[src/rtl/serial_sub_pkg.sv]
// Shared types and helpers for the bit-serial subtractor.
// Ovf support is selected by the SERIAL_SUB_OVF_EN macro in the users of this package.
package serial_sub_pkg;

    typedef enum logic [1:0] {
        IDLE  = 2'd0,
        SHIFT = 2'd1,
        DONE  = 2'd2
    } state_e;

    localparam int unsigned SUB_WIDTH = 4;

    // Bit-counter width for a given operand width; never narrower than one bit.
    function automatic int unsigned cnt_width(input int unsigned width);
        return (width < 2) ? 1 : $clog2(width);
    endfunction

endpackage

[src/rtl/serial_subtractor_if.sv]
// Start/done handshake and operand/result bus of the serial subtractor.
// Ovf exists only when SERIAL_SUB_OVF_EN is defined.
interface serial_subtractor_if #(
    parameter int unsigned WIDTH = serial_sub_pkg::SUB_WIDTH
);
    logic             Start;
    logic [WIDTH-1:0] A;
    logic [WIDTH-1:0] B;
    logic             Bin;
    logic             Busy;
    logic             Done;
    logic [WIDTH-1:0] D;
    logic             Bout;
`ifdef SERIAL_SUB_OVF_EN
    logic             Ovf;

    modport master (
        output Start, A, B, Bin,
        input  Busy, Done, D, Bout, Ovf
    );

    modport slave (
        input  Start, A, B, Bin,
        output Busy, Done, D, Bout, Ovf
    );
`else
    modport master (
        output Start, A, B, Bin,
        input  Busy, Done, D, Bout
    );

    modport slave (
        input  Start, A, B, Bin,
        output Busy, Done, D, Bout
    );
`endif
endinterface

[src/rtl/full_subtractor.sv]
// One-bit combinational full subtractor: d = a - b - bin with borrow out.
module full_subtractor (
    input  logic a,
    input  logic b,
    input  logic bin,
    output logic d,
    output logic bout
);

    always_comb begin
        d    = a ^ b ^ bin;
        bout = (~a & b) | (~(a ^ b) & bin);
    end

endmodule

[src/rtl/serial_subtractor.sv]
// Bit-serial subtractor: D = A - B - Bin, one bit per clock, LSB first, start/done handshake.
// Define SERIAL_SUB_OVF_EN to add the signed-overflow output Ovf.
module serial_subtractor
    import serial_sub_pkg::*;
#(
    parameter int unsigned WIDTH = SUB_WIDTH
) (
    input  logic                Clk,
    input  logic                Rst_n,
    serial_subtractor_if.slave  bus
);

    localparam int unsigned           CNT_W    = cnt_width(WIDTH);
    localparam logic [CNT_W-1:0]      LAST_BIT = CNT_W'(WIDTH - 1);

    state_e             state_q, state_d;
    logic [WIDTH-1:0]   a_q, a_d;
    logic [WIDTH-1:0]   b_q, b_d;
    logic [WIDTH-1:0]   res_q, res_d;
    logic [WIDTH-1:0]   d_q, d_d;
    logic [CNT_W-1:0]   cnt_q, cnt_d;
    logic               br_q, br_d;
    logic               bout_q, bout_d;
    logic               done_q, done_d;
    logic               busy_q, busy_d;
    logic               fs_diff_c;
    logic               fs_bout_c;
`ifdef SERIAL_SUB_OVF_EN
    logic               br_msb_q, br_msb_d;
    logic               ovf_q, ovf_d;
`endif

    full_subtractor u_full_subtractor (
        .a    (a_q[0]),
        .b    (b_q[0]),
        .bin  (br_q),
        .d    (fs_diff_c),
        .bout (fs_bout_c)
    );

    // Next-state and datapath: capture in IDLE, one bit per SHIFT cycle, publish in DONE.
    always_comb begin
        state_d  = state_q;
        a_d      = a_q;
        b_d      = b_q;
        res_d    = res_q;
        d_d      = d_q;
        cnt_d    = cnt_q;
        br_d     = br_q;
        bout_d   = bout_q;
        done_d   = 1'b0;
        busy_d   = 1'b0;
`ifdef SERIAL_SUB_OVF_EN
        br_msb_d = br_msb_q;
        ovf_d    = ovf_q;
`endif

        case (state_q)
            IDLE: begin
                if (bus.Start) begin
                    a_d     = bus.A;
                    b_d     = bus.B;
                    br_d    = bus.Bin;
                    res_d   = '0;
                    cnt_d   = '0;
                    busy_d  = 1'b1;
                    state_d = SHIFT;
                end
            end

            SHIFT: begin
                a_d   = a_q >> 1;
                b_d   = b_q >> 1;
                br_d  = fs_bout_c;
                res_d = {fs_diff_c, res_q[WIDTH-1:1]};
                cnt_d = cnt_q + CNT_W'(1);
                if (cnt_q == LAST_BIT) begin
`ifdef SERIAL_SUB_OVF_EN
                    // Borrow entering the MSB, needed for signed overflow.
                    br_msb_d = br_q;
`endif
                    state_d = DONE;
                end else begin
                    busy_d = 1'b1;
                end
            end

            DONE: begin
                d_d     = res_q;
                bout_d  = br_q;
                done_d  = 1'b1;
`ifdef SERIAL_SUB_OVF_EN
                ovf_d   = br_msb_q ^ br_q;
`endif
                state_d = IDLE;
            end

            default: begin
                state_d = IDLE;
            end
        endcase
    end

    // State and datapath registers; reset discards any in-flight operation.
    always_ff @(posedge Clk or negedge Rst_n) begin
        if (!Rst_n) begin
            state_q  <= IDLE;
            a_q      <= '0;
            b_q      <= '0;
            res_q    <= '0;
            d_q      <= '0;
            cnt_q    <= '0;
            br_q     <= 1'b0;
            bout_q   <= 1'b0;
            done_q   <= 1'b0;
            busy_q   <= 1'b0;
`ifdef SERIAL_SUB_OVF_EN
            br_msb_q <= 1'b0;
            ovf_q    <= 1'b0;
`endif
        end else begin
            state_q  <= state_d;
            a_q      <= a_d;
            b_q      <= b_d;
            res_q    <= res_d;
            d_q      <= d_d;
            cnt_q    <= cnt_d;
            br_q     <= br_d;
            bout_q   <= bout_d;
            done_q   <= done_d;
            busy_q   <= busy_d;
`ifdef SERIAL_SUB_OVF_EN
            br_msb_q <= br_msb_d;
            ovf_q    <= ovf_d;
`endif
        end
    end

    assign bus.D    = d_q;
    assign bus.Bout = bout_q;
    assign bus.Done = done_q;
    assign bus.Busy = busy_q;
`ifdef SERIAL_SUB_OVF_EN
    assign bus.Ovf  = ovf_q;
`endif

endmodule

[src/flat_wrapper.sv]
// flat-port wrapper written by rule: the top's interface ports become plain ports
module serial_subtractor_flat import serial_sub_pkg::*;
#(
    parameter int unsigned WIDTH = SUB_WIDTH
)
  (Clk, Rst_n, bus_Start, bus_A, bus_B, bus_Bin, bus_Busy, bus_Done, bus_D, bus_Bout);
  serial_subtractor_if #(.WIDTH(WIDTH)) bus_i ();
  input  logic Clk;
  input  logic Rst_n;
  input wire logic [$bits(bus_i.Start)-1:0] bus_Start;
  input wire logic [$bits(bus_i.A)-1:0] bus_A;
  input wire logic [$bits(bus_i.B)-1:0] bus_B;
  input wire logic [$bits(bus_i.Bin)-1:0] bus_Bin;
  output wire logic [$bits(bus_i.Busy)-1:0] bus_Busy;
  output wire logic [$bits(bus_i.Done)-1:0] bus_Done;
  output wire logic [$bits(bus_i.D)-1:0] bus_D;
  output wire logic [$bits(bus_i.Bout)-1:0] bus_Bout;
  assign bus_i.Start = bus_Start;
  assign bus_i.A = bus_A;
  assign bus_i.B = bus_B;
  assign bus_i.Bin = bus_Bin;
  assign bus_Busy = bus_i.Busy;
  assign bus_Done = bus_i.Done;
  assign bus_D = bus_i.D;
  assign bus_Bout = bus_i.Bout;
  serial_subtractor #(.WIDTH(WIDTH)) u_core (.Clk(Clk), .Rst_n(Rst_n), .bus(bus_i));
endmodule
[config.mk]
export PLATFORM = sky130hd
export DESIGN_NAME = serial_subtractor_flat
export DESIGN_NICKNAME = d
export VERILOG_FILES = /design/src/rtl/serial_sub_pkg.sv /design/src/rtl/serial_subtractor_if.sv /design/src/rtl/full_subtractor.sv /design/src/rtl/serial_subtractor.sv /design/src/flat_wrapper.sv
export SDC_FILE = /design/constraint.sdc
export NUM_CORES = 1
export LEC_CHECK = 0
export ABC_AREA = 1
export CELL_PAD_IN_SITES_DETAIL_PLACEMENT = 0
export CELL_PAD_IN_SITES_GLOBAL_PLACEMENT = 1
export CORE_AREA = 2 2 67 56
export DETAILED_ROUTE_END_ITERATION = 6
export DIE_AREA = 0 0 69 58
export PLACE_DENSITY_LB_ADDON = 0.12
export SLEW_MARGIN = 0
export SYNTH_ARGS = -nofsm -noshare
export SYNTH_HDL_FRONTEND = slang
export SYNTH_SLANG_ARGS = --single-unit
[constraint.sdc]
create_clock -name Clk -period 1 [get_ports Clk]
set_input_delay 0.2 -clock Clk [delete_from_list [all_inputs] [get_ports Clk]]
set_output_delay 0.2 -clock Clk [all_outputs]
set_load 0.05 [all_outputs]
==> run_results.csv, run 1 <==
group,metric,value,unit
clock_network,insertion_delay,270,ps
setup_path,critPathArrivalTime,1360,ps
setup_path,reg2regPathDepth,4,
synthesis,syn_nets,136,
timing,worstMarginPinSlew,192,ps
floorplan,die_h,58,microns
detailed_routing,drt_pass1_iterations,4,
global_route,grt_first_pass_wirelength,4130,microns
setup_path,cp_max_fo,2,
timing,hold_viol_final,0,
clock_network,cts_buffers,3,
place,dpl.hpwl,1580,microns
layout,final_common_cell,"nand2_1",
synthesis,synth_area,0.00109,sq mm
clock_network,htree_levels,1,
place,dp.cells,192,
power,power.density,3260,mW/mm^2
timing,slew-limit-headroom,87.1,%
run_status,outcome,"complete, but fails checks",
setup_path,r2r-start,"u_core.b_q[0]$_DFFE_PN0P_",
clock_network,cts_tree,"yes",
synthesis,synth_top_area_share,55.2,%
layout,antenna_cells,0,
power,cellLeakagePower,0.883,nW
place,io_buffers,18,
setup_path,cp-start-kind,"flip-flop",
setup_path,cp.depth,4,
synthesis,synth_top_cell_by_area,"dfrtp_1",
detailed_routing,num_vias,925,
setup_path,crit_chain,"inv_2 > fa_2 > nand3_2 > nand2_1",
detailed_routing,ant_nets,0,
synthesis,syn_inst,122,
clock_network,cts_sinks,24,
run_status,failed_checks,"setup timing",
layout,area_delta_synth_final,64.1,%
timing,clock_skew,6.48,ps
floorplan,initial_core_util,32.7,%
setup_path,reg2reg_to,"u_core.res_q[3]$_DFFE_PN0P_",
timing,worst_hold_slack,284,ps
global_route,grt_use_total,13.1,%
clock_network,clkSlewWorstSetupHoldPaths,80,ps
detailed_routing,drc,0,
floorplan,io_pins,19,
synthesis,ys_warn_count,0,
timing,report.final.slew_viol_count,0,
global_route,grt-ovfl-total,0,
detailed_routing,first_iter_violations,26,
timing,setup_ws,-158,ps
setup_path,required,1210,ps
clock_network,holdBufCountCts,0,
timing,period_needed,1160,ps
global_route,grt_pass1_vias,940,
global_route,grt_max_degree,25,
clock_network,clockBufferDepth,2,
detailed_routing,drt-total-wl,2410,microns
setup_path,crit_path_end_kind,"flip-flop",
synthesis,synth_area_leaders,"dfrtp_1 (55%), nand2_1 (19%), nand3_1 (5.1%)",
job,drv_cap,0,
power,ir_drop,0.00158,V
timing,post-route-period-util,116,%
setup_path,setup.worst_path.start,"u_core.b_q[0]$_DFFE_PN0P_",
setup_path,r2r_slack,-160,ps
hold_path,hold_path_class,"input port to asynchronous set/reset pin",
layout,drive_gt1_share,43.0,%
timing,setup_viol,28,
setup_path,crit_family,"adder cells",
detailed_routing,vias_per_cell,4.47,
floorplan,die-area,0.00400,sq mm
setup_path,slowest_delay,580,ps
synthesis,yosys_register_bits,24,
layout,num-fill-cells,307,
layout,layout_common_cells,"nand2_1 (41), dfrtp_1 (23), buf_4 (16)",
floorplan,core_area,0.00333,sq mm
synthesis,avgSynthCellArea,8.92,sq um
timing,rsz0062_at_grt,"yes",
global_route,antenna_found_initial,0,
floorplan,rows,19,
timing,max_freq,864,MHz
setup_path,critPathSlowestCell,"fa_2",
place,place_congestion,0.743,
floorplan,die_x,69,microns
layout,final_nets,180,
synthesis,post_synth_num_cell_types,16,
clock_network,cts-root-buf,"clkbuf_8",
setup_path,critPathKind,"flip-flop to flip-flop",
detailed_routing,wl_per_cell,11.7,microns
setup_path,crit_buf_inv,1,
synthesis,ys_seq_area_share,55.2,%
setup_path,crit_end,"u_core.res_q[3]$_DFFE_PN0P_",
layout,fin_cells,207,
through the flow:
step	power [mW]	setup TNS, ps	area (sq um)	worst slack (ps)	util (%)
after floorplan	3.21	-179	1100	-84.0	-
after global placement	4.28	-3410	1490	-217	44.7
after detailed placement	4.35	-3670	1490	-248	44.7
after CTS	5.43	-1830	1680	-178	50.5
after global routing	6.27	-3200	1790	-217	53.7
final	5.83	-1790	1790	-158	53.7
registers in the layout, summed over array words and instances, names as in the netlist:
name and cells:
u_core.b_q 4, u_core.bus.Done 1, u_core.bus.Busy 1, u_core.state_q 2, u_core.bus.D 4, u_core.br_q 1, u_core.res_q 4, u_core.cnt_q 2
u_core.bus.Bout 1, u_core.a_q 4
cell usage after synthesis (all sizes together):
library cell,n
buf,5
o21ai,11
nand2,56
dfrtp,24
or2,1
nand3,11
fa,1
inv,10
nor2,2
ha,1
where the power goes:
part	internal (mW)	leakage [nW]	switching [mW]
logic	1.73	0.550	1.73
registers	1.40	0.304	0.316
clock network	0.351	0.0288	0.302
total	3.48	0.883	2.35
cells by family (layout without fill, tap and decap cells):
kind of cell / count (synthesis) / after routing / share of synthesized area (%)
flops: 24 / 24 / 55.2
compound gates: 11 / 11 / 7.47
buf+inv: 15 / 57 / 8.51
fa+ha+maj: 2 / 2 / 2.99
simple gates: 70 / 71 / 25.9
layer usage:
| layer | up-vias | global-route usage [%] | part of all wire (%) |
|---|---|---|---|
| li1 | 466 | - | - |
| met1 | 440 | 16.2 | 45 |
| met2 | 17 | 22.3 | 50 |
| met3 | 2 | 4.00 | 4.4 |
| met4 | 0 | 4.20 | 0.54 |
| met5 | - | 0 | 0 |
how the worst min path moves through the flow:
stage,slack [ps],depth (start not counted),endpoint,from
finish,280,2,u_core.b_q[3]$_DFFE_PN0P_,Rst_n
global route,280,2,u_core.bus.Done$_DFF_PN0_,Rst_n
CTS,280,2,u_core.bus.D[2]$_DFFE_PN0P_,Rst_n
detailed placement,460,2,u_core.b_q[3]$_DFFE_PN0P_,u_core.b_q[3]$_DFFE_PN0P_
global placement,460,2,u_core.cnt_q[1]$_DFFE_PN0P_,u_core.cnt_q[1]$_DFFE_PN0P_
floorplan,-100,0,u_core.a_q[0]$_DFFE_PN0P_,Rst_n
final cells by class:
class                      instances  area (sq um)  share of cell area [%]
clock buffer                       4          55.1                    3.08
inverter                          10          45.0                    2.52
multi-input combinational         84           509                    28.5
sequential                        24           602                    33.7
tap                               42          52.6                    2.94
timing repair buffer              43           523                    29.3
timing repair:
action,4_1_cts,5_1_grt
setup buffers,6,3
pin swaps,4,4
gates resized for setup,15,24
gates cloned,1,1
endpoints found under the setup margin,28,29
No activity file was read; power rests on OpenSTA's default activity.
==> run 2: changes to the inputs <==
--- a/config.mk
+++ b/config.mk
@@ -5,12 +5,11 @@
 export SDC_FILE = /design/constraint.sdc
 export NUM_CORES = 1
 export LEC_CHECK = 0
-export ABC_AREA = 1
 export CELL_PAD_IN_SITES_DETAIL_PLACEMENT = 0
 export CELL_PAD_IN_SITES_GLOBAL_PLACEMENT = 1
-export CORE_AREA = 2 2 67 56
+export CORE_AREA = 2 2 63 53
 export DETAILED_ROUTE_END_ITERATION = 6
-export DIE_AREA = 0 0 69 58
+export DIE_AREA = 0 0 65 55
 export PLACE_DENSITY_LB_ADDON = 0.12
 export SLEW_MARGIN = 0
 export SYNTH_ARGS = -nofsm -noshare
==> run_results.csv, run 2 <==
group,metric,value,unit
detailed_routing,wl_per_cell,14.9,microns
setup_path,r2r_slack,-310,ps
synthesis,synth_area_leaders,"dfrtp_1 (57%), mux2_2 (5.4%), a22o_1 (4.2%)",
floorplan,die_x,65,microns
timing,worst_hold_slack,284,ps
timing,slew-limit-headroom,80.9,%
layout,fin_cells,156,
floorplan,core_area,0.00295,sq mm
timing,worstMarginPinSlew,286,ps
synthesis,post_synth_num_cell_types,27,
power,power.density,3340,mW/mm^2
clock_network,clockBufferDepth,2,
place,dp.cells,143,
global_route,grt_max_degree,25,
detailed_routing,drt-total-wl,2320,microns
run_status,outcome,"complete, but fails checks",
synthesis,syn_inst,77,
timing,setup_viol,30,
synthesis,synthFlopType,"dfrtp_1",
layout,drive_gt1_share,58.6,%
detailed_routing,drt_pass1_iterations,4,
layout,num-fill-cells,235,
run_status,failed_checks,"setup timing",
synthesis,avgSynthCellArea,13.6,sq um
clock_network,cts_tree,"yes",
power,ir_drop,0.00154,V
synthesis,synthArstFlopShare,100,%
synthesis,ys_seq_area_share,57.1,%
global_route,grt_use_total,12.8,%
place,io_buffers,18,
power,totalPowerFinal,6.06,mW
layout,area_delta_synth_final,72.5,%
layout,final_common_cell,"dfrtp_1",
synthesis,synth_top_area_share,57.1,%
synthesis,synth_top_cell_by_area,"dfrtp_1",
job,drv_cap,0,
timing,clock_skew,1.59,ps
timing,fin_tns_setup,-4060,ps
clock_network,insertion_delay,260,ps
detailed_routing,num_vias,752,
setup_path,setup.worst_path.start,"u_core.state_q[0]$_DFFE_PN0P_",
synthesis,ys_warn_count,0,
synthesis,post-synth-top-count-cell,"dfrtp_1",
timing,report.final.slew_viol_count,0,
detailed_routing,drc,0,
layout,post-route-util,61.5,%
floorplan,io_pins,19,
timing,period_needed,1310,ps
setup_path,cp_max_fo,6,
synthesis,yosys_register_bits,24,
detailed_routing,first_iter_violations,27,
global_route,antenna_found_initial,0,
place,placed_area,0.00146,sq mm
hold_path,hold_path_class,"input port to asynchronous set/reset pin",
detailed_routing,ant_nets,0,
setup_path,crit_path_end_kind,"flip-flop",
clock_network,htree_levels,1,
layout,final_nets,131,
timing,rsz0062_at_grt,"yes",
clock_network,clkSlewWorstSetupHoldPaths,80,ps
global_route,grt_first_pass_wirelength,3340,microns
timing,max_freq,764,MHz
timing,post-route-period-util,131,%
floorplan,rows,18,
power,cellLeakagePower,0.816,nW
layout,finalInstanceArea,0.00181,sq mm
layout,antenna_cells,0,
floorplan,initial_core_util,35.6,%
timing,hold_viol_final,0,
global_route,grt-ovfl-total,0,
detailed_routing,vias_per_cell,4.82,
clock_network,cts_buffers,3,
floorplan,die_h,55,microns
synthesis,synth_edf_count,0,
setup_path,required,1160,ps
layout,layout_common_cells,"dfrtp_1 (22), buf_4 (11), clkdlybuf4s50_1 (10), buf_6 (10), buf_12 (9)",
setup_path,reg2reg_to,"u_core.a_q[1]$_DFFE_PN0P_",
setup_path,cp-start-kind,"flip-flop",
place,pre_cts_ws,-469,ps
synthesis,syn_nets,91,
clock_network,cts-root-buf,"clkbuf_8",
setup_path,critPathKind,"flip-flop to flip-flop",
place,dpl.hpwl,1470,microns
place,place_congestion,0.686,
setup_path,reg2regPathDepth,3,
floorplan,die-area,0.00358,sq mm
synthesis,synth_commonest_cells,"dfrtp_1 (24), a22o_1 (5), mux2_2 (5)",
timing,setup_ws,-309,ps
global_route,grt_pass1_vias,690,
clock_network,cts_sinks,24,
setup_path,crit_end,"u_core.a_q[1]$_DFFE_PN0P_",
setup_path,r2r-start,"u_core.state_q[0]$_DFFE_PN0P_",
setup_path,critPathArrivalTime,1470,ps
synthesis,synth_area,0.00105,sq mm
==> run 2: changes by cell type in the layout (fill, tap and decap cells not counted), moves of 5 or more <==
cell,before,now
a22o_1,0,5
buf_4,16,11
buf_6,4,10
mux2_4,0,5
nand2_1,41,0
nand2_2,9,0
nand2_4,6,0
nand3_1,9,0
o21ai_1,5,0
o21ai_2,5,0
==> run 2: worst min path at each step <==
stage,from,end,slack (ps),depth (start not counted)
CTS,Rst_n,u_core.bus.Done$_DFF_PN0_,290,2
finish,Rst_n,u_core.bus.Done$_DFF_PN0_,280,2
global placement,u_core.b_q[3]$_DFFE_PN0P_,u_core.b_q[3]$_DFFE_PN0P_,470,1
detailed placement,u_core.b_q[3]$_DFFE_PN0P_,u_core.b_q[3]$_DFFE_PN0P_,470,1
floorplan,Rst_n,u_core.a_q[0]$_DFFE_PN0P_,-100,0
global route,Rst_n,u_core.state_q[0]$_DFFE_PN0P_,280,2
==> run 2: area by class of cell <==
class,count,area (sq um),area share (%)
clock buffer,3,41.3,2.28
inverter,4,15.0,0.828
timing repair buffer,41,488,26.9
tap,40,50.0,2.76
clock inverter,1,30.0,1.66
multi-input combinational,43,586,32.3
sequential,24,603,33.3
==> run 2: per-layer routing <==
layer / vias to the layer above / GRT usage, % / part of all wire, %
li1: 365 / - / -
met1: 373 / 17.2 / 44
met2: 12 / 20.3 / 52
met3: 2 / 3.64 / 3.5
met4: 0 / 4.26 / 0.82
met5: - / 0 / 0
==> run 2: what timing repair did <==
item                       CTS  global route
setup endpoints to repair   30            30
setup buffers                7             4
cloned                       0             0
hold buffers                 0             0
gates resized for setup     15            32
pin swaps                    6             8
==> run 2: worst max-delay path, stage by stage, from the launching register on <==
cell     delay (ps)
dfrtp_2         460
buf_6           130
or4b_4          490
o221a_4         130
==> run 2: power breakdown <==
group / internal (mW) / total (mW) / switching (mW)
Clock: 0.535 / 0.837 / 0.302
Combinational: 2.03 / 3.42 / 1.39
Sequential: 1.41 / 1.81 / 0.399
Total: 3.97 / 6.06 / 2.09
==> run 2: logic make-up (layout without fill, tap and decap cells) <==
kind of cell	count (synthesis)	in the layout	synth area share, %
mux	6	6	6.31
buf+inv	10	49	5.12
simple gates	17	17	13.8
fa+ha+maj	2	2	3.10
compound gates	18	18	14.5
flops	24	24	57.1
